[src/rtl/imm_pack.sv]
// imm_pack: RV32I field packer, the inverse of decode-side immediate extraction.
// Two-stage valid/ready pipeline; S1 holds fields + range check, S2 the packed word.

`ifndef XLEN
`define XLEN 32
`endif

module imm_pack #(
  parameter int XLEN  = `XLEN,
  parameter int CNT_W = 16
) (
  input  logic             clk,
  input  logic             rst,
  input  logic             in_valid,
  output logic             in_ready,
  input  logic [2:0]       in_fmt,
  input  logic [6:0]       in_opcode,
  input  logic [4:0]       in_rd,
  input  logic [4:0]       in_rs1,
  input  logic [4:0]       in_rs2,
  input  logic [2:0]       in_funct3,
  input  logic [6:0]       in_funct7,
  input  logic [XLEN-1:0]  in_imm,
  output logic             out_valid,
  input  logic             out_ready,
  output logic [31:0]      out_instr,
  output logic             out_err,
  output logic [CNT_W-1:0] word_cnt,
  output logic [CNT_W-1:0] err_cnt
);

  localparam logic [2:0] FMT_R = 3'd0;
  localparam logic [2:0] FMT_I = 3'd1;
  localparam logic [2:0] FMT_S = 3'd2;
  localparam logic [2:0] FMT_B = 3'd3;
  localparam logic [2:0] FMT_U = 3'd4;
  localparam logic [2:0] FMT_J = 3'd5;

  localparam int OH_R = 0;
  localparam int OH_I = 1;
  localparam int OH_S = 2;
  localparam int OH_B = 3;
  localparam int OH_U = 4;
  localparam int OH_J = 5;
  localparam int OH_X = 6;

  localparam logic [31:0] NOP = 32'h0000_0013;

  typedef struct packed {
    logic [6:0]  fmt_oh;
    logic        err;
    logic [6:0]  opcode;
    logic [4:0]  rd;
    logic [4:0]  rs1;
    logic [4:0]  rs2;
    logic [2:0]  f3;
    logic [6:0]  f7;
    logic [31:0] imm;
  } s1_t;

  // Handshake
  logic s2_load;
  logic s1_load;
  logic fire;

  // Stage 1
  logic s1_valid_q;
  logic s1_valid_d;
  s1_t  s1_q;
  s1_t  s1_d;

  // Input-side decode and range check
  logic [6:0]      fmt_oh;
  logic            rng_err;
  logic [XLEN-1:11] run11;
  logic [XLEN-1:12] run12;
  logic [XLEN-1:20] run20;
  logic            ok11;
  logic            ok12;
  logic            ok20;

  // Stage 2
  logic        out_valid_q;
  logic        out_valid_d;
  logic [31:0] instr_q;
  logic [31:0] instr_d;
  logic        err_q;
  logic        err_d;
  logic [31:0] pack;
  logic        pack_err;

  // Counters
  logic [CNT_W-1:0] word_cnt_q;
  logic [CNT_W-1:0] word_cnt_d;
  logic [CNT_W-1:0] err_cnt_q;
  logic [CNT_W-1:0] err_cnt_d;

  assign s2_load  = !out_valid_q || out_ready;
  assign in_ready = !s1_valid_q || s2_load;
  assign s1_load  = in_valid && in_ready;
  assign fire     = out_valid_q && out_ready;

  assign out_valid = out_valid_q;
  assign out_instr = instr_q;
  assign out_err   = err_q;
  assign word_cnt  = word_cnt_q;
  assign err_cnt   = err_cnt_q;

  // Sign-run checks: an immediate fits when every bit above
  // the format's sign bit replicates it.
  assign run11 = in_imm[XLEN-1:11];
  assign run12 = in_imm[XLEN-1:12];
  assign run20 = in_imm[XLEN-1:20];
  assign ok11  = (&run11) | ~(|run11);
  assign ok12  = (&run12) | ~(|run12);
  assign ok20  = (&run20) | ~(|run20);

  // Decode format to one-hot and flag unrepresentable immediates
  always_comb begin
    fmt_oh  = '0;
    rng_err = 1'b0;
    case (in_fmt)
      FMT_R: begin
        fmt_oh[OH_R] = 1'b1;
      end
      FMT_I: begin
        fmt_oh[OH_I] = 1'b1;
        rng_err      = !ok11;
      end
      FMT_S: begin
        fmt_oh[OH_S] = 1'b1;
        rng_err      = !ok11;
      end
      FMT_B: begin
        fmt_oh[OH_B] = 1'b1;
        rng_err      = !ok12 || in_imm[0];
      end
      FMT_U: begin
        fmt_oh[OH_U] = 1'b1;
        rng_err      = |in_imm[11:0];
      end
      FMT_J: begin
        fmt_oh[OH_J] = 1'b1;
        rng_err      = !ok20 || in_imm[0];
      end
      default: begin
        fmt_oh[OH_X] = 1'b1;
        rng_err      = 1'b1;
      end
    endcase
  end

  // S1 next state: capture request fields when accepted
  always_comb begin
    s1_valid_d = s1_valid_q;
    s1_d       = s1_q;
    if (in_ready) begin
      s1_valid_d = in_valid;
    end
    if (s1_load) begin
      s1_d.fmt_oh = fmt_oh;
      s1_d.err    = rng_err;
      s1_d.opcode = in_opcode;
      s1_d.rd     = in_rd;
      s1_d.rs1    = in_rs1;
      s1_d.rs2    = in_rs2;
      s1_d.f3     = in_funct3;
      s1_d.f7     = in_funct7;
      s1_d.imm    = in_imm[31:0];
    end
  end

  // S1 registers
  always_ff @(posedge clk) begin
    if (rst) begin
      s1_valid_q <= 1'b0;
      s1_q       <= '0;
    end else begin
      s1_valid_q <= s1_valid_d;
      s1_q       <= s1_d;
    end
  end

  // Pack S1 fields into the RV32I word for the held format
  always_comb begin
    pack     = NOP;
    pack_err = s1_q.err;
    unique case (1'b1)
      s1_q.fmt_oh[OH_R]: begin
        pack = {s1_q.f7, s1_q.rs2, s1_q.rs1,
                s1_q.f3, s1_q.rd, s1_q.opcode};
      end
      s1_q.fmt_oh[OH_I]: begin
        pack = {s1_q.imm[11:0], s1_q.rs1,
                s1_q.f3, s1_q.rd, s1_q.opcode};
      end
      s1_q.fmt_oh[OH_S]: begin
        pack = {s1_q.imm[11:5], s1_q.rs2, s1_q.rs1,
                s1_q.f3, s1_q.imm[4:0], s1_q.opcode};
      end
      s1_q.fmt_oh[OH_B]: begin
        pack = {s1_q.imm[12], s1_q.imm[10:5],
                s1_q.rs2, s1_q.rs1, s1_q.f3,
                s1_q.imm[4:1], s1_q.imm[11],
                s1_q.opcode};
      end
      s1_q.fmt_oh[OH_U]: begin
        pack = {s1_q.imm[31:12], s1_q.rd, s1_q.opcode};
      end
      s1_q.fmt_oh[OH_J]: begin
        pack = {s1_q.imm[20], s1_q.imm[10:1],
                s1_q.imm[11], s1_q.imm[19:12],
                s1_q.rd, s1_q.opcode};
      end
      default: begin
        pack     = NOP;
        pack_err = 1'b1;
      end
    endcase
  end

  // S2 next state: load from S1 when the output slot frees up
  always_comb begin
    out_valid_d = out_valid_q;
    instr_d     = instr_q;
    err_d       = err_q;
    if (s2_load) begin
      out_valid_d = s1_valid_q;
      if (s1_valid_q) begin
        instr_d = pack;
        err_d   = pack_err;
      end
    end
  end

  // S2 registers
  always_ff @(posedge clk) begin
    if (rst) begin
      out_valid_q <= 1'b0;
      instr_q     <= '0;
      err_q       <= 1'b0;
    end else begin
      out_valid_q <= out_valid_d;
      instr_q     <= instr_d;
      err_q       <= err_d;
    end
  end

  // Saturating counters advance only on an emitted word
  always_comb begin
    word_cnt_d = word_cnt_q;
    err_cnt_d  = err_cnt_q;
    if (fire && !(&word_cnt_q)) begin
      word_cnt_d = word_cnt_q + CNT_W'(1);
    end
    if (fire && err_q && !(&err_cnt_q)) begin
      err_cnt_d = err_cnt_q + CNT_W'(1);
    end
  end

  // Counter registers
  always_ff @(posedge clk) begin
    if (rst) begin
      word_cnt_q <= '0;
      err_cnt_q  <= '0;
    end else begin
      word_cnt_q <= word_cnt_d;
      err_cnt_q  <= err_cnt_d;
    end
  end

endmodule

[config.mk]
export PLATFORM = sky130hd
export DESIGN_NAME = imm_pack
export DESIGN_NICKNAME = d
export VERILOG_FILES = /design/src/rtl/imm_pack.sv
export SDC_FILE = /design/constraint.sdc
export NUM_CORES = 1
export LEC_CHECK = 0
export CAP_MARGIN = 20
export CORE_MARGIN = 2
export CORE_UTILIZATION = 39
export DETAILED_ROUTE_END_ITERATION = 10
export PLACE_DENSITY = 0.65
export SLEW_MARGIN = 20
export SYNTH_ARGS = -nofsm -noshare
export SYNTH_HDL_FRONTEND = slang
export SYNTH_SLANG_ARGS = --single-unit
[constraint.sdc]
create_clock -name clk -period 3 [get_ports clk]
set_clock_uncertainty 0.1 [all_clocks]
set_input_delay 0.6 -clock clk [delete_from_list [all_inputs] [get_ports clk]]
set_output_delay 0.6 -clock clk [all_outputs]
set_load 0.05 [all_outputs]
* Word level (Yosys, flattened, before mapping)
Index checks and enable logic that the tools add are counted.
** Storage, ports and cells
- Input bits :: 71
- ROM bits :: 0
- Memories kept :: 0
- Output and inout port bits :: 67
- Flip-flop bits (word level) :: 138
- Latch bits :: 0
- Word-level logic and storage cells :: 66
- Memory bits (writable) :: 0
** Cells by class
- Bitwise logic cells :: 6
- Equal/unequal tests :: 5
- Order comparisons :: 0
- Muxes and demuxes :: 9
- Div/mod/pow operators :: 0
- Add/sub/neg operators :: 2
- $mul :: 0
- Reductions and logical operators :: 29
- Shifts and indexed selects :: 0
** Operators with widths (number)
- 32-bit case mux with 6 select lines :: 1
- 16-bit by 1-bit adder with 16-bit output, second input constant :: 2
- 16-bit AND reduction :: 2
- 12-bit OR reduction :: 2
- 21-bit AND reduction :: 1
- 21-bit OR reduction :: 1
- 20-bit AND reduction :: 1
- 20-bit OR reduction :: 1
- 12-bit AND reduction :: 1
- 1-bit logical NOT :: 7
- 1-bit 2-to-1 mux :: 7
- 3-bit by 2-bit equality test with 1-bit output, second input constant :: 2
- 3-bit equality test, second input constant :: 2
- 6-bit OR reduction :: 1
- 1-bit logical AND :: 5
- 1-bit case mux with 5 select lines :: 1
- 1-bit logical OR :: 4
- 3-bit by 1-bit equality test with 1-bit output, second input constant :: 1
- 3-bit logical NOT :: 1
- 1-bit inverter :: 3
- 1-bit OR :: 3
- 2-bit AND reduction :: 1
- 2-bit OR reduction :: 1

* Logic depth before layout (Yosys ltp)
Gate-level depths: netlist of run 1.
- Depth in word-level cells :: 6
- Depth in mapped cells :: 8
- Gate-level depth less buffers :: 6

* Worst setup path before layout of run 1
OpenSTA, ideal clock, no wires.
- Kind :: register to register
- Start :: register out_valid_q (netlist: out_valid)
- End :: register s1_q[0] (netlist bit)
- Path buffers :: 3
- Data required time :: 2.768 ns
- Stages on the path, launching flop included :: 8
- Period minus slack after synthesis :: 2.446 ns
- Slack :: 0.554 ns
- Arrival :: 2.214 ns
- Setup time :: 0.132 ns
- Cell sequence :: dfxtp_1 -> nand3b_1 -> and2_1 -> buf_2 -> buf_2 -> buf_1 -> nand2_1 -> a21oi_1
** On the way
- Longest elaborated chain between the ends :: 4
** Ends and longest elaborated chain
- start, declared :: RTL line 83 : logic out_valid_q;
- start signal, assigned :: RTL line 243 : out_valid_q <= out_valid_d;
- 1-bit logical NOT :: RTL line 98 : assign s2_load = !out_valid_q || out_ready;
- 1-bit logical OR :: RTL line 98
- 1-bit logical OR :: RTL line 99 : assign in_ready = !s1_valid_q || s2_load;
- via in_ready :: RTL line 15 : output logic in_ready,
- 1-bit logical AND :: RTL line 100 : assign s1_load = in_valid && in_ready;
- end signal, assigned :: RTL line 177 : s1_q <= '0;
- end signal, assigned :: RTL line 180 : s1_q <= s1_d;
- end, declared :: RTL line 69 : s1_t s1_q;
The timed path passes the listed nets, and every way through them passes these cells.
A chain may end at the register's enable or synchronous reset.

* Final worst setup path of run 1
- Start :: register word_cnt_q[3] (netlist: word_cnt[3])
- End :: output port word_cnt[3]
** RTL lines
- start, declared :: RTL line 93 : logic [CNT_W-1:0] word_cnt_q;
- start signal, assigned :: RTL line 267 : word_cnt_q <= word_cnt_d;
- end, declared :: RTL line 28 : output logic [CNT_W-1:0] word_cnt,
No word-level cell between the ends.

==> impl_metrics.yaml, run 1 <==
sta:
  period_share_pct: 81.0
  fin_ws_ns: 0.569
  layout_min_cycle_time_ns: 2.43
  setup_violations: 0
  hold_violations: 0
  rsz0062_at_grt: "false"
  drv_slew: 0
  relSlewSlack_pct: 38.0
  fin_setup_tns_ns: 0
  tightest_slew_ns: 0.922
  timing.fmax_mhz: 411
logic_synthesis:
  netlist_instances: 701
  syn_area_mm2: 0.00573
  synth_most_common_cell: "nand2_1"
  synth-seq-cells: 138
  avgSynthCellArea_um2: 8.18
  synth_async_sr_flop_share_pct: 0
  synth-seq-area-share_pct: 48.2
  yosys_warnings: 0
  ys_types: 50
  synth_edf_count: 0
  synth_top_area_share_pct: 48.2
  netlist_top_cells_count: "nand2_1 (152), dfxtp_1 (138), a21oi_1 (87)"
  synth_ff_type: "dfxtp_1"
  mappedNetlistNets: 774
  yosysTopAreaCell: "dfxtp_1"
  synth_area_leaders: "dfxtp_1 (48%), nand2_1 (10%), a21oi_1 (7.6%)"
job:
  cap_violations: 0
critical_path:
  endpoint_kind: "output pin"
  cp-start-kind: "flop"
  crit_cells: 1
  cp.buffers_inverters: 1
  reg2reg_to: "word_cnt[11]"
  r2r_slack_ns: 0.70
  cpMaxStageDelayCell: "clkdlybuf4s50_1"
  crit_arrival_ns: 1.73
  rr_startpoint: "word_cnt[3]"
  cp_data_required_time_ns: 2.30
  timing.critical_path.to: "word_cnt[3]"
  path_class: "flop to output pin"
  crit_chain: "clkdlybuf4s50_1"
  r2r_cells: 5
  critPathTopFamily: "buffers and inverters"
  max_stage_delay_ns: 0.85
  crit_fanout: 6
  critPathLaunch: "word_cnt[3]"
routing:
  m1WireLength_um: 7030
  vias: 5534
  route.top_layer_used: "met4"
  wl_met3_um: 1100
  wl_um: 15800
  wl_per_cell_um: 15.5
  post_drt_via_cell_ratio: 5.44
  drtPass1Iterations: 6
  met2WireLength_um: 7360
  drc: 0
  drtIter0Drc: 591
  antenna_left: 0
floorplanning:
  die_x_um: 125
  ioPinCount: 138
  core_mm2: 0.0144
  rows: 44
  die_height_um: 125
  die-area_mm2: 0.0157
  initial_core_util_pct: 39.7
placed_design:
  place_hpwl_um: 11200
  gp_congestion: 0.832
  io_buffers: 137
  dpl-instance-area_mm2: 0.00725
  post-place-ws_ns: 0.378
worst_hold_path:
  min_path_type: "flop to flop"
global_routing:
  grt_max_degree: 61
  grt-ovfl-total: 0
  antenna_found_initial: 0
  gr-usage-all-layers_pct: 20.2
  grt_pass1_wl_um: 25600
  grt_pass1_vias: 5114
cts:
  clk_latency_ns: 0.42
  cts.repair.resized: 0
  cts.path.max_buffers: 2
  postCtsHoldBufs: 0
  cts_tree: "yes"
  cts_made_buffers: 17
  clk_pin_slew_ns: 0.06
  root_buffer: "clkbuf_16"
  cts-htree-levels: 4
  cts_num_sinks: 138
  cts_setup_buffers: 0
finish:
  final_area_mm2: 0.00782
  final_nets: 894
  n_antenna_cell: 0
  area_growth_pct: 36.4
  drive_above_1_share_pct: 6.72
outcome:
  status: "finished clean"
power_and_ir_drop:
  p_leak_uw: 0.00276
  peakVddDrop_uv: 398
  power_density_mw_per_mm2: 566
==> worst min-delay path by stage <==
stage	end	depth (start not counted)	startpoint
6_report	s1_q[60]	2	s1_q[60]
5_1_grt	s1_q[36]	2	s1_q[36]
4_1_cts	s1_q[60]	2	s1_q[60]
3_5_place_dp	s1_q[37]	2	s1_q[37]
3_3_place_gp	s1_q[47]	2	s1_q[47]
2_1_floorplan	s1_q[43]	2	s1_q[43]
==> flip-flops by register name (all words and copies together), names as in the netlist <==
register and cells:
err_cnt 16, s1_q 71, out_err 1, word_cnt 16
out_instr 32, s1_valid_q 1, out_valid 1
==> placed cells by master, fill, tap and decap left out, types with 3 or more instances in the layout <==
cell / instances
nand2_1: 151
dfxtp_1: 138
clkdlybuf4s50_1: 135
a21oi_1: 87
nor2_1: 86
nor3_1: 20
xnor2_1: 20
nand4_1: 19
clkbuf_16: 17
a221oi_1: 13
a222oi_1: 12
nand3_1: 12
nor4_1: 12
buf_4: 12
xor2_1: 11
a2bb2oi_1: 6
a22oi_1: 4
and4_1: 4
and3_1: 4
a211oi_1: 4
o2111ai_1: 4
inv_1: 4
clkinv_2: 4
and2_1: 3
nor3_2: 3
nor4b_1: 3
clkinv_4: 3
buf_12: 3
==> final cells by class <==
| cell class | count | area, um2 |
|---|---|---|
| inverter | 4 | 15.0 |
| fill | 1351 | 6610 |
| clock buffer | 20 | 447 |
| timing repair buffer | 150 | 1500 |
| tap | 184 | 230 |
| sequential | 138 | 2760 |
| multi-input combinational | 510 | 2740 |
| clock inverter | 11 | 123 |
==> layer usage <==
layer  global-route usage [%]  vias to the layer above
met1                     26.3                     2597
li1                         -                     2694
met4                     7.91                        0
met5                        0                        -
met2                     32.4                      220
met3                     5.01                       23
==> kinds of logic (layout without fill, tap and decap cells) <==
group,after synthesis,count (layout),share of synthesized area [%]
AND/OR/NAND/NOR,335,335,26.4
AO/OA/AOI/OAI,141,141,16.0
flip-flops,138,138,48.2
buffers and inverters,53,185,4.08
XOR/XNOR,31,31,4.74
adder cells (fa/ha/maj),2,2,0.436
multiplexers,1,1,0.175
==> stage by stage <==
stage / util [%] / hold slack [ns] / cells / power, uW
3_5_place_dp: 50.3 / 0.348 / 986 / 2450
3_3_place_gp: 50.3 / 0.344 / 986 / 2440
2_1_floorplan: - / 0.336 / 701 / 2240
6_report: 54.2 / 0.354 / 1017 / 4430
5_1_grt: 54.2 / 0.367 / 1017 / 4580
4_1_cts: 54.2 / 0.356 / 1017 / 4470
==> where the power goes <==
group,internal [uW],leakage [uW],switching (uW)
sequential,1910,0.00113,48.7
combinational,193,0.00135,264
clock,1240,0.000280,778
total,3340,0.00276,1090
No activity file was read; power rests on OpenSTA's default activity.
==> run 2, diff against run 1 <==
- clock period: 3 -> 2.4 ns (I/O delays scaled with it)
==> run 2 against run 1 <==
- die area stayed put
- final area is 1.8% higher
- power is 29% higher
- core utilization is 0.96 points higher
- sequential share of layout area is 0.60 points lower
- critical path depth stayed put
- clock power is 34% higher
- critical path type unchanged
==> impl_metrics.yaml, run 2 (synthesis results as in run 1) <==
sta:
  timing.fmax_mhz: 439
  tightest_slew_ns: 0.553
  rsz0062_at_grt: "false"
  period_share_pct: 94.9
  layout_min_cycle_time_ns: 2.28
  relSlewSlack_pct: 63.0
  fin_setup_tns_ns: 0
  setup_violations: 0
  hold_violations: 0
  drv_slew: 0
critical_path:
  cpMaxStageDelayCell: "clkdlybuf4s50_1"
  path_class: "flop to output pin"
  cp_data_required_time_ns: 1.82
  cp-start-kind: "flop"
  crit_fanout: 7
  crit_arrival_ns: 1.70
  crit_chain: "clkdlybuf4s50_1"
  critPathTopFamily: "buffers and inverters"
  cp.buffers_inverters: 1
  max_stage_delay_ns: 0.84
  endpoint_kind: "output pin"
global_routing:
  use_met1_pct: 27.3
  gr-usage-all-layers_pct: 20.4
  grt.busiest_layer: "met2"
  grt_pass1_vias: 5154
  grt-ovfl-total: 0
  grt_pass1_wl_um: 25900
  grt.met2_usage_pct: 32.5
  antenna_found_initial: 0
  grtUsageMet3_pct: 4.07
  grt_max_degree: 68
finish:
  final_cell_mix: "nand2_1 (151), dfxtp_1 (137), clkdlybuf4s50_1 (135), a21oi_1 (87), nor2_1 (86)"
  top_register: "s1_q"
  fillCellCount: 1342
  final_nets: 898
  multi_input_area_mm2: 0.00274
  drive_above_1_share_pct: 7.64
  n_antenna_cell: 0
  largest_reg_flops: 71
  fin_cells: 1022
  final_common_cell: "nand2_1"
  area_growth_pct: 38.8
  register_area_mm2: 0.00276
power_and_ir_drop:
  peakVddDrop_uv: 525
  p_comb_share_pct: 10.4
  p_sw_uw: 1440
  switching_share_pct: 25.1
  p_int_uw: 4290
  power_density_mw_per_mm2: 720
  pwr-share-seq_pct: 42.6
  clockPowerShare_pct: 47.1
  p_leak_uw: 0.00283
routing:
  drtIter0Drc: 445
  antenna_left: 0
  wl_per_cell_um: 15.6
  drc: 0
  vias: 5479
  drtPass1Iterations: 5
  post_drt_via_cell_ratio: 5.36
  wl_um: 15900
outcome:
  status: "finished clean"
floorplanning:
  rows: 44
  initial_core_util_pct: 39.7
  core_mm2: 0.0144
  die_height_um: 125
  die-area_mm2: 0.0157
  die_x_um: 125
  ioPinCount: 138
job:
  cap_violations: 0
cts:
  cts-htree-levels: 4
  postCtsHoldBufs: 0
  cts_setup_buffers: 0
  clk_latency_ns: 0.42
  cts_made_buffers: 17
  cts.path.max_buffers: 2
  cts_num_sinks: 138
  root_buffer: "clkbuf_16"
  clk_pin_slew_ns: 0.06
  cts.repair.resized: 0
  cts_tree: "yes"
worst_hold_path:
  min_path_type: "input port to flop"
placed_design:
  place_hpwl_um: 11500
  io_buffers: 137
  gp_congestion: 0.841
  dp_cells: 990
-- run 2: power groups by stage --
stage	Sequential (uW)	Clock (uW)	Combinational (uW)
after global routing	2450	2860	644
after floorplan	2550	0	248
after CTS	2440	2750	595
final	2440	2700	594
after detailed placement	2490	0	592
after global placement	2490	0	584
-- run 2: layer usage --
layer	vias up	wire, um	part of all wire [%]
met3	21	883	5.5
met2	174	7650	48
met5	-	0	0
met4	0	299	1.9
li1	2717	-	-
met1	2567	7110	45
-- run 2: layout make-up --
cell class                      count  share of cell area (%)
Timing Repair Buffer              154                    20.0
Multi-Input combinational cell    510                    34.4
Inverter                            4                   0.189
Sequential cell                   138                    34.7
Tap cell                          184                    2.89
Clock buffer                       17                    5.35
Clock inverter                     15                    2.37
-- run 2: final timing paths --
check                           startpoint             to  slack, ns  cells past startpoint
worst max-delay path            err_cnt[6]     err_cnt[6]       0.12                      1
worst min-delay path                   rst       s1_q[65]       0.35                      2
worst max register to register    s1_q[65]  out_instr[22]       0.29                      5
worst min register to register    s1_q[44]       s1_q[44]       0.35                      2
-- run 2: per-stage QoR --
stage	utilization, %	worst slack [ns]	hold WS, ns	area [um2]	power [uW]
floorplan	-	0.177	0.336	5730	2800
global placement	50.9	0.115	0.343	7340	3070
detailed placement	50.9	0.0491	0.346	7340	3080
CTS	55.2	0.0901	0.332	7960	5780
global route	55.2	0.0410	0.353	7960	5950
finish	55.2	0.122	0.349	7960	5730
==> run 3, diff against run 2 <==
- CORE_MARGIN: 2 -> default
- TNS_END_PERCENT: default -> 30
==> run 3 against run 2 <==
- first-iteration DRC count grew 3.4%
- core utilization grew 0.91 points
- final area shrank 0.66%
- routed wire length shrank 1.7%
- clock power shrank 6%
- power shrank 2.8%
- sequential cell count is the same
- critical endpoint is now err_cnt[12]
- largest cell class unchanged
- largest power group unchanged
==> impl_metrics.yaml, run 3 (synthesis results as in run 1) <==
sta:
  layout_min_cycle_time_ns: 2.29
  timing.fmax_mhz: 437
  tightest_slew_ns: 0.563
  rsz0062_at_grt: "false"
  fin_setup_tns_ns: 0
  period_share_pct: 95.5
  relSlewSlack_pct: 62.4
  setup_violations: 0
  drv_slew: 0
  hold_violations: 0
floorplanning:
  die_x_um: 123
  ioPinCount: 138
  die-area_mm2: 0.0152
  core_mm2: 0.0141
  rows: 43
  die_height_um: 123
  initial_core_util_pct: 40.7
routing:
  post_drt_via_cell_ratio: 5.47
  wl_met3_um: 960
  wl_um: 15700
  drc: 0
  m1WireLength_um: 7090
  met2WireLength_um: 7460
  drtIter0Drc: 460
  antenna_left: 0
  drtPass1Iterations: 5
  wl_per_cell_um: 15.4
  vias: 5564
  route.top_layer_used: "met4"
cts:
  cts-htree-levels: 4
  cts_made_buffers: 17
  cts_setup_buffers: 0
  cts.path.max_buffers: 2
  cts_num_sinks: 138
  root_buffer: "clkbuf_16"
  clk_latency_ns: 0.42
  clk_pin_slew_ns: 0.06
  postCtsHoldBufs: 0
  cts_tree: "yes"
  cts.repair.resized: 0
critical_path:
  crit_arrival_ns: 1.71
  cp-start-kind: "flop"
  cp_data_required_time_ns: 1.82
  critPathTopFamily: "buffers and inverters"
  endpoint_kind: "output pin"
  r2r_slack_ns: 0.32
  cp.buffers_inverters: 1
  rr_startpoint: "s1_q[65]"
  crit_cells: 1
  r2r_cells: 5
  path_class: "flop to output pin"
  reg2reg_to: "out_instr[24]"
  critPathLaunch: "err_cnt[12]"
  max_stage_delay_ns: 0.85
  timing.critical_path.to: "err_cnt[12]"
  crit_chain: "clkdlybuf4s50_1"
  cpMaxStageDelayCell: "clkdlybuf4s50_1"
  crit_fanout: 7
finish:
  largest_reg_flops: 71
  n_antenna_cell: 0
  final_nets: 900
  area_growth_pct: 37.9
  final_common_cell: "nand2_1"
  top_register: "s1_q"
  final_cell_mix: "nand2_1 (151), dfxtp_1 (137), clkdlybuf4s50_1 (135), a21oi_1 (87), nor2_1 (86)"
  drive_above_1_share_pct: 7.64
  fin_cells: 1018
job:
  cap_violations: 0
placed_design:
  gp_congestion: 0.862
  place_hpwl_um: 11300
  io_buffers: 137
  dp_cells: 988
power_and_ir_drop:
  clockPowerShare_pct: 45.6
  p_int_uw: 4200
  pwr-share-seq_pct: 43.8
  peakVddDrop_uv: 495
  p_leak_uw: 0.00280
  power_density_mw_per_mm2: 705
  p_comb_share_pct: 10.5
  total_power_uw: 5570
  switching_share_pct: 24.5
  p_sw_uw: 1370
global_routing:
  grt_pass1_vias: 5063
  grt_max_degree: 52
  grt-ovfl-total: 0
  gr-usage-all-layers_pct: 21.2
  grt_pass1_wl_um: 24900
  antenna_found_initial: 0
outcome:
  status: "finished clean"
worst_hold_path:
  min_path_type: "flop to flop"
## run 3: layer usage
layer | vias to the layer above | GRT usage, %
li1 | 2714 | -
met1 | 2646 | 27.7
met2 | 187 | 34.6
met3 | 17 | 4.94
met4 | 0 | 6.70
met5 | - | 0
## run 3: power groups by stage
stage	logic [uW]	clock network, uW	registers (uW)
6_report	586	2540	2440
5_1_grt	635	2690	2450
4_1_cts	588	2580	2440
3_5_place_dp	586	0	2490
3_3_place_gp	577	0	2490
2_1_floorplan	248	0	2550
## run 3: through the flow
stage	util [%]	worst slack, ns	area (um2)	hold slack, ns
after floorplan	-	0.177	5730	0.336
after global routing	56.1	0.0344	7910	0.372
after CTS	56.1	0.0852	7910	0.357
after detailed placement	52.0	0.0433	7330	0.348
after global placement	52.0	0.0855	7330	0.341
final	56.1	0.109	7910	0.357
## run 3: worst reg2reg max path: cells and delay by family, from the launching register on
family / cells / cell delay, ns
AOI/OAI and AO/OA: 2 / 0.61
DFF: 1 / 0.44
and+or+nand+nor: 3 / 0.82
## run 3: how the worst min path moves through the flow
stage / slack [ns] / depth (start not counted) / from / end
6_report: 0.36 / 2 / s1_q[57] / s1_q[57]
5_1_grt: 0.37 / 2 / s1_q[31] / s1_q[31]
4_1_cts: 0.36 / 2 / s1_q[57] / s1_q[57]
3_5_place_dp: 0.35 / 2 / s1_q[57] / s1_q[57]
3_3_place_gp: 0.34 / 2 / s1_q[62] / s1_q[62]
2_1_floorplan: 0.34 / 2 / s1_q[43] / s1_q[43]
## run 3: cell type report
class	count	area [um2]
sequential	138	2760
inverter	4	15.0
multi-input combinational	510	2740
clock buffer	19	453
tap	180	225
clock inverter	11	124
fill	1295	6190
timing repair buffer	156	1580
